<file path="src/rtl/powlib_sfifo.sv">
// rtl/powlib_sfifo.sv - single-clock first-word-fall-through FIFO with valid/ready on both sides
module powlib_sfifo #(
    parameter int W   = 16,
    parameter int D   = 8,
    parameter int AFT = 6
) (
    input  logic                 clk,
    input  logic                 rst,
    input  logic [W-1:0]         wrdata,
    input  logic                 wrvld,
    output logic                 wrrdy,
    output logic                 wrafull,
    output logic [W-1:0]         rddata,
    output logic                 rdvld,
    input  logic                 rdrdy,
    output logic [$clog2(D):0]   cnt
);

    localparam int AW = $clog2(D);
    localparam int PW = AW + 1;

    localparam logic [PW-1:0] FULL_CNT = PW'(D);
    localparam logic [PW-1:0] AFULL_TH = PW'(AFT);
    localparam logic [PW-1:0] ONE      = PW'(1);

    logic [W-1:0]  mem_q [D];

    // Pointers carry one extra MSB so full and empty stay distinguishable.
    logic [PW-1:0] wrptr_q, wrptr_d;
    logic [PW-1:0] rdptr_q, rdptr_d;
    logic [PW-1:0] cnt_q,   cnt_d;

    logic          wr_en;
    logic          rd_en;

    // Status flags come only from registered state, never from wrvld/rdrdy.
    always_comb begin
        rdvld   = (cnt_q != '0);
        wrrdy   = (cnt_q != FULL_CNT) && !rst;
        wrafull = (cnt_q >= AFULL_TH);
        cnt     = cnt_q;
        rddata  = mem_q[rdptr_q[AW-1:0]];
    end

    // Handshake qualification: a refused write or an empty read is a no-op.
    always_comb begin
        wr_en = wrvld && wrrdy;
        rd_en = rdvld && rdrdy;
    end

    // Next-state for pointers and occupancy; simultaneous push and pop leave the count unchanged.
    always_comb begin
        wrptr_d = wrptr_q;
        rdptr_d = rdptr_q;
        cnt_d   = cnt_q;
        if (wr_en) begin
            wrptr_d = wrptr_q + ONE;
        end
        if (rd_en) begin
            rdptr_d = rdptr_q + ONE;
        end
        unique case ({wr_en, rd_en})
            2'b10:   cnt_d = cnt_q + ONE;
            2'b01:   cnt_d = cnt_q - ONE;
            default: cnt_d = cnt_q;
        endcase
    end

    // Pointer and count registers; reset drops every stored word at once.
    always_ff @(posedge clk) begin
        if (rst) begin
            wrptr_q <= '0;
            rdptr_q <= '0;
            cnt_q   <= '0;
        end else begin
            wrptr_q <= wrptr_d;
            rdptr_q <= rdptr_d;
            cnt_q   <= cnt_d;
        end
    end

    // Storage array is not reset; wrrdy is low during reset so no write lands then.
    always_ff @(posedge clk) begin
        if (wr_en) begin
            mem_q[wrptr_q[AW-1:0]] <= wrdata;
        end
    end

endmodule
</file>
<file path="config.mk">
export PLATFORM = sky130hd
export DESIGN_NAME = powlib_sfifo
export DESIGN_NICKNAME = d
export VERILOG_FILES = /design/src/rtl/powlib_sfifo.sv
export SDC_FILE = /design/constraint.sdc
export NUM_CORES = 1
export LEC_CHECK = 0
export ABC_AREA = 1
export CAP_MARGIN = 5
export CORE_MARGIN = 1
export CORE_UTILIZATION = 45
export CTS_CLUSTER_DIAMETER = 50
export CTS_CLUSTER_SIZE = 8
export DETAILED_ROUTE_END_ITERATION = 6
export PLACE_DENSITY = 0.76
export SLEW_MARGIN = 20
export SYNTH_ARGS = -nofsm -noshare
export SYNTH_HDL_FRONTEND = slang
export SYNTH_SLANG_ARGS = --single-unit
</file>
<file path="constraint.sdc">
create_clock -name clk -period 2.4 [get_ports clk]
set_input_delay 0.24 -clock clk [delete_from_list [all_inputs] [get_ports clk]]
set_output_delay 0.24 -clock clk [all_outputs]
set_load 0.02 [all_outputs]
</file>
==> impl_metrics.toml, run 1 <==
[routing]
antenna_left = 0
drc = 0
vias = 3668
wl_um = 12100
dr.pass1.iters = 4
drt-wirelength-per-cell_um = 17.5
viasPerCell = 5.29
drt_iter0_markers = 294

[placement]
dp_hpwl_um = 6660
gp_congestion = 0.718
io_buffers = 42

[sta]
tightest_slew_ps = 394
drv_slew = 0
fin_skew_ps = 13.0
final-setup-viol-count = 0
relSlewSlack = 0.737
fmax_ghz = 0.433
post-route-min-period_ps = 2310
timing.final.hold_violations = 0
period_share = 0.962
hold_slack_ps = 513

[pwr]
total_power_w = 0.00748
leakagePower_nw = 2.54
irDropWorstVdd_v = 0.000527
powerDensity_mw_per_mm2 = 1070

[clocking]
clk_pin_slew_ps = 60
htree_levels = 4
root_buffer = "clkbuf_16"
tritoncts = "built"
clkLatencyLatePin_ps = 420
clkSinkCount = 141
cts_inserted_buffers = 17
cts_buffer_depth = 2

[logic_synthesis]
synth_cell_types = 23
ys_ff_latch = 141
syn_avg_cell_area_um2 = 12.5
syn_nets = 481
yosys_warnings = 0
syn-cell-area_mm2 = 0.00568
ys_seq_area_frac = 0.722
syn_inst = 456

[flow_run]
maxCapViolations = 0

[finish]
drive_above_1_share = 0.114
final_cell_mix = "edfxtp_1, nor2_1, nand2_1"
antennaDiodeCount = 0
syn2layout_area_growth_pct = 22.7
nets = 539
final_common_cell = "edfxtp_1"

[worst_setup_path]
endpoint_kind = "output port"
cp.buffers_inverters = 2
worstPathRequired_ps = 2160
cp_top_family = "buffers and inverters"
worst-path-max-fanout = 18
path_cells = "buf_8 -> nor2_1 -> nor2_1 -> o21ai_0 -> o21ai_1 -> nand2_1 -> nand2_1 -> clkdlybuf4s50_1"
slowest_delay_ps = 600
slowest_stage = "clkdlybuf4s50_1"
cp.arrival_ps = 2070
crit_path_start_kind = "register"
path_class = "reg -> out"

[die]
die_area_mm2 = 0.0131
rows = 40
die_x_um = 114
coreArea_mm2 = 0.0122
initial_core_util = 0.467
pin_count = 43
die_h_um = 114

[outcome]
status = "finished, final reports clean"

[global_routing]
grt_pass1_wl_um = 18800
grt_overflow = 0
grt_use_total = 0.196
grt_pass1_vias = 3622
grt_max_degree = 65
grt_antenna_before_repair = 0

[hold_path]
hp-class = "reg -> reg"
final timing paths:
path	from	to	slack, ps	depth (start not counted)
hold reg to reg	rdptr_q[0]$_SDFFE_PP0P_	rdptr_q[0]$_SDFFE_PP0P_	510	1
setup reg to reg	cnt[0]$_SDFFE_PP0P_	cnt[2]$_SDFFE_PP0P_	260	13
setup / recovery	register	rddata[10]	90	8
hold / removal	rdptr_q[0]$_SDFFE_PP0P_	rdptr_q[0]$_SDFFE_PP0P_	510	1
registers in the layout, summed over array words and instances, names as in the netlist, named ones only:
register,cells
mem_q,128
cnt,4
wrptr_q,3
rdptr_q,3
cell type report:
cell class,instances,area [um^2]
repair buffers,62,659
clock buffers,18,429
fillers,943,5190
inverters,19,73.8
well taps,168,210
flip-flops and latches,141,4110
multi-input cells,273,1390
clock inverters,13,100
Yosys cell counts, drive strengths merged:
master,instances,area [um^2]
nor3,10,50.1
clkbuf,4,17.5
o21ai,75,379
a31oi,1,6.26
nor2,71,267
buf,19,136
mux2i,16,160
a21oi,9,45.0
xnor2,2,17.5
edfxtp,128,3840
ha,5,62.6
o22ai,16,100
inv,19,73.8
nand2,62,233
dfxtp,13,260
nand3,6,30.0
worst reg2reg max path, stage by stage, from the launching register on:
cell and delay (ps):
dfxtp_1 430, nor2_1 110, nand3_1 110, nand2_1 120
inv_1 200, ha_1 250, nand2_1 70, inv_1 70
nor2_1 50, ha_1 170, a21oi_1 160, xnor2_1 90
o21ai_0 140, inv_1 50
cells by family after synthesis:
logic type / Yosys count / synth area share
xor gates and xnor gates: 2 / 0.00308
muxes: 16 / 0.0282
DFF: 141 / 0.722
adders and majority gates: 5 / 0.0110
buffers and inverters: 42 / 0.0401
AOI/OAI and AO/OA: 101 / 0.0934
and+or+nand+nor: 149 / 0.102
through the flow:
step	cell area, um^2	utilization	std cells	TNS, ps	setup slack, ps
2_1_floorplan	5680	-	456	-20060	-157
4_1_cts	6920	0.569	693	0	17.2
6_report	6970	0.573	694	0	90.6
3_3_place_gp	6380	0.525	662	0	238
5_1_grt	6970	0.573	694	-31.0	-31.0
3_5_place_dp	6380	0.525	662	0	162
where the power goes:
group	leakage, nW	switching, W	total [W]	internal [W]
combinational	1.01	0.00132	0.00221	0.000891
clock	0.261	0.000953	0.00236	0.00140
sequential	1.26	0.000111	0.00291	0.00280
repair_timing:
item / 4_1_cts / 5_1_grt
gates cloned: 0 / 1
endpoints found under the hold margin: 0 / 0
hold buffers: 0 / 0
setup buffers: 0 / 0
gates resized for setup: 10 / 10
setup endpoints to repair: 10 / 11
routing by layer:
layer | GRT usage | up-vias | part of all wire
li1 | - | 1746 | -
met5 | 0 | - | 0
met3 | 0.0461 | 13 | 0.057
met1 | 0.244 | 1790 | 0.41
met4 | 0.0797 | 0 | 0.012
met2 | 0.332 | 119 | 0.52
(Power assumes the default switching activity.)
==> run 2, diff against run 1 <==
Settings changed: PLACE_DENSITY 0.76 to 0.66, RECOVER_POWER set to 100.
==> run 2 against run 1 <==
Compared with the run above:
- via count about the same
- cell area down 0.63%
- total power is 1.4% higher
- global-route usage is 0.24 points lower
- utilization is 0.36 points lower
- highest routed layer unchanged
==> impl_metrics.toml, run 2 (synthesized netlist as in run 1, its figures left out) <==
[sta]
timing.final.hold_violations = 0
final-setup-viol-count = 0
tightest_slew_ps = 825
fmax_ghz = 0.444
relSlewSlack = 0.450
post-route-min-period_ps = 2250
drv_slew = 0
rsz0062_at_grt = "no"
period_share = 0.938
fin_skew_ps = 4.92

[global_routing]
grt_antenna_before_repair = 0
grt_max_degree = 65
grt_pass1_vias = 3671
grt_use_total = 0.194
grt_overflow = 0
grt_pass1_wl_um = 18600

[finish]
drive_above_1_share = 0.0846
nets = 544
postLayoutCoreUtil = 0.570
syn2layout_area_growth_pct = 21.9
antennaDiodeCount = 0
final_common_cell = "edfxtp_1"
largest_reg_flops = 128
fill_cells = 1008
final_cell_mix = "edfxtp_1, nor2_1, nand2_1"

[routing]
drc = 0
drt_iter0_markers = 222
wl_um = 11400
dr.pass1.iters = 4
vias = 3670
antenna_left = 0
viasPerCell = 5.24
drt-wirelength-per-cell_um = 16.3

[worst_setup_path]
path_class = "reg -> out"
worst-path-max-fanout = 15
cp.arrival_ps = 2010
endpoint_kind = "output port"
slowest_stage = "dfxtp_2"
path_cells = "inv_2 -> buf_4 -> nor2_1 -> o22ai_1 -> nand2_1 -> nand2_1 -> dlygate4sd2_1"
slowest_delay_ps = 390
crit_top_cell = "nand2_1"
crit_path_start_kind = "register"
worstPathRequired_ps = 2160

[pwr]
leakagePower_nw = 2.50
powerDensity_mw_per_mm2 = 1090
total_power_w = 0.00758
irDropWorstVdd_v = 0.000547

[clocking]
cts_inserted_buffers = 17
htree_levels = 4
clkLatencyLatePin_ps = 410
cts_buffer_depth = 2
root_buffer = "clkbuf_16"
tritoncts = "built"
clk_pin_slew_ps = 50
clkSinkCount = 141

[die]
die_area_mm2 = 0.0131
pin_count = 43
initial_core_util = 0.467
die_h_um = 114
rows = 40
coreArea_mm2 = 0.0122
die_x_um = 114

[placement]
dp_hpwl_um = 6950
io_buffers = 42
gp_congestion = 0.771

[flow_run]
maxCapViolations = 0

[outcome]
status = "finished, final reports clean"

[hold_path]
hp-class = "reg -> reg"
run 2: cell types whose count changed in the layout (fill, tap and decap cells not counted), sizes merged, moves of 3 or more:
cell | before | now
clkdlybuf4s50 | 27 | 3
dlygate4sd3 | 0 | 23
clkbuf | 19 | 36
buf | 19 | 11
bufinv | 1 | 4
dlymetal6s2s | 10 | 7
run 2: metrics by stage:
step                hold WS, ps  setup WS (ps)  cell area, um^2  setup TNS (ps)  cells
floorplan                   339           -157             5680          -20060    456
global placement            481            319             6430               0    668
detailed placement          491            293             6430               0    668
CTS                         508           6.18             7030               0    700
global route                538           11.7             6930               0    700
finish                      496            148             6930               0    700
run 2: final timing paths:
check | start | end | slack [ps] | cells after the start
setup reg to reg | cnt[0]$_SDFFE_PP0P_ | mem_q[4][2]$_DFFE_PP_ | 280 | 6
setup / recovery | register | rddata[6] | 150 | 7
hold / removal | rdptr_q[0]$_SDFFE_PP0P_ | rdptr_q[0]$_SDFFE_PP0P_ | 500 | 1
hold reg to reg | rdptr_q[0]$_SDFFE_PP0P_ | rdptr_q[0]$_SDFFE_PP0P_ | 500 | 1
run 2: what timing repair did:
action                                 4_1_cts  5_1_grt
pin swaps                                    0        0
endpoints found under the hold margin        0        0
setup endpoints to repair                   16       12
setup buffers                                0        0
gates resized for setup                      7       13
hold buffers                                 0        0
run 2: layer usage:
layer / wire length (um) / global-route usage / up-vias / part of all wire
met1: 5030 / 0.238 / 1802 / 0.44
li1: - / - / 1763 / -
met4: 229 / 0.0909 / 0 / 0.020
met5: 0 / 0 / - / 0
met3: 426 / 0.0535 / 22 / 0.037
met2: 5750 / 0.319 / 83 / 0.50
run 2: area by class of cell:
| class | count | area [um^2] | share of cell area |
|---|---|---|---|
| Multi-Input combinational cell | 273 | 1350 | 0.195 |
| Timing Repair Buffer | 67 | 587 | 0.0847 |
| Inverter | 19 | 71.3 | 0.0103 |
| Sequential cell | 141 | 4110 | 0.593 |
| Tap cell | 168 | 210 | 0.0303 |
| Clock inverter | 14 | 175 | 0.0253 |
| Clock buffer | 18 | 429 | 0.0619 |
run 2: report_power, final:
part / internal, W / total (W) / switching [W] / leakage (nW)
Clock: 0.00172 / 0.00266 / 0.000937 / 0.294
Combinational: 0.000779 / 0.00202 / 0.00124 / 0.948
Sequential: 0.00280 / 0.00290 / 0.0000999 / 1.26
Total: 0.00530 / 0.00758 / 0.00228 / 2.50
run 2: critical path: cells and delay by family (launching register included):
kind / cells / cell delay, ps
simple gates: 3 / 210
compound gates: 1 / 160
flops: 1 / 390
buf+inv: 3 / 830
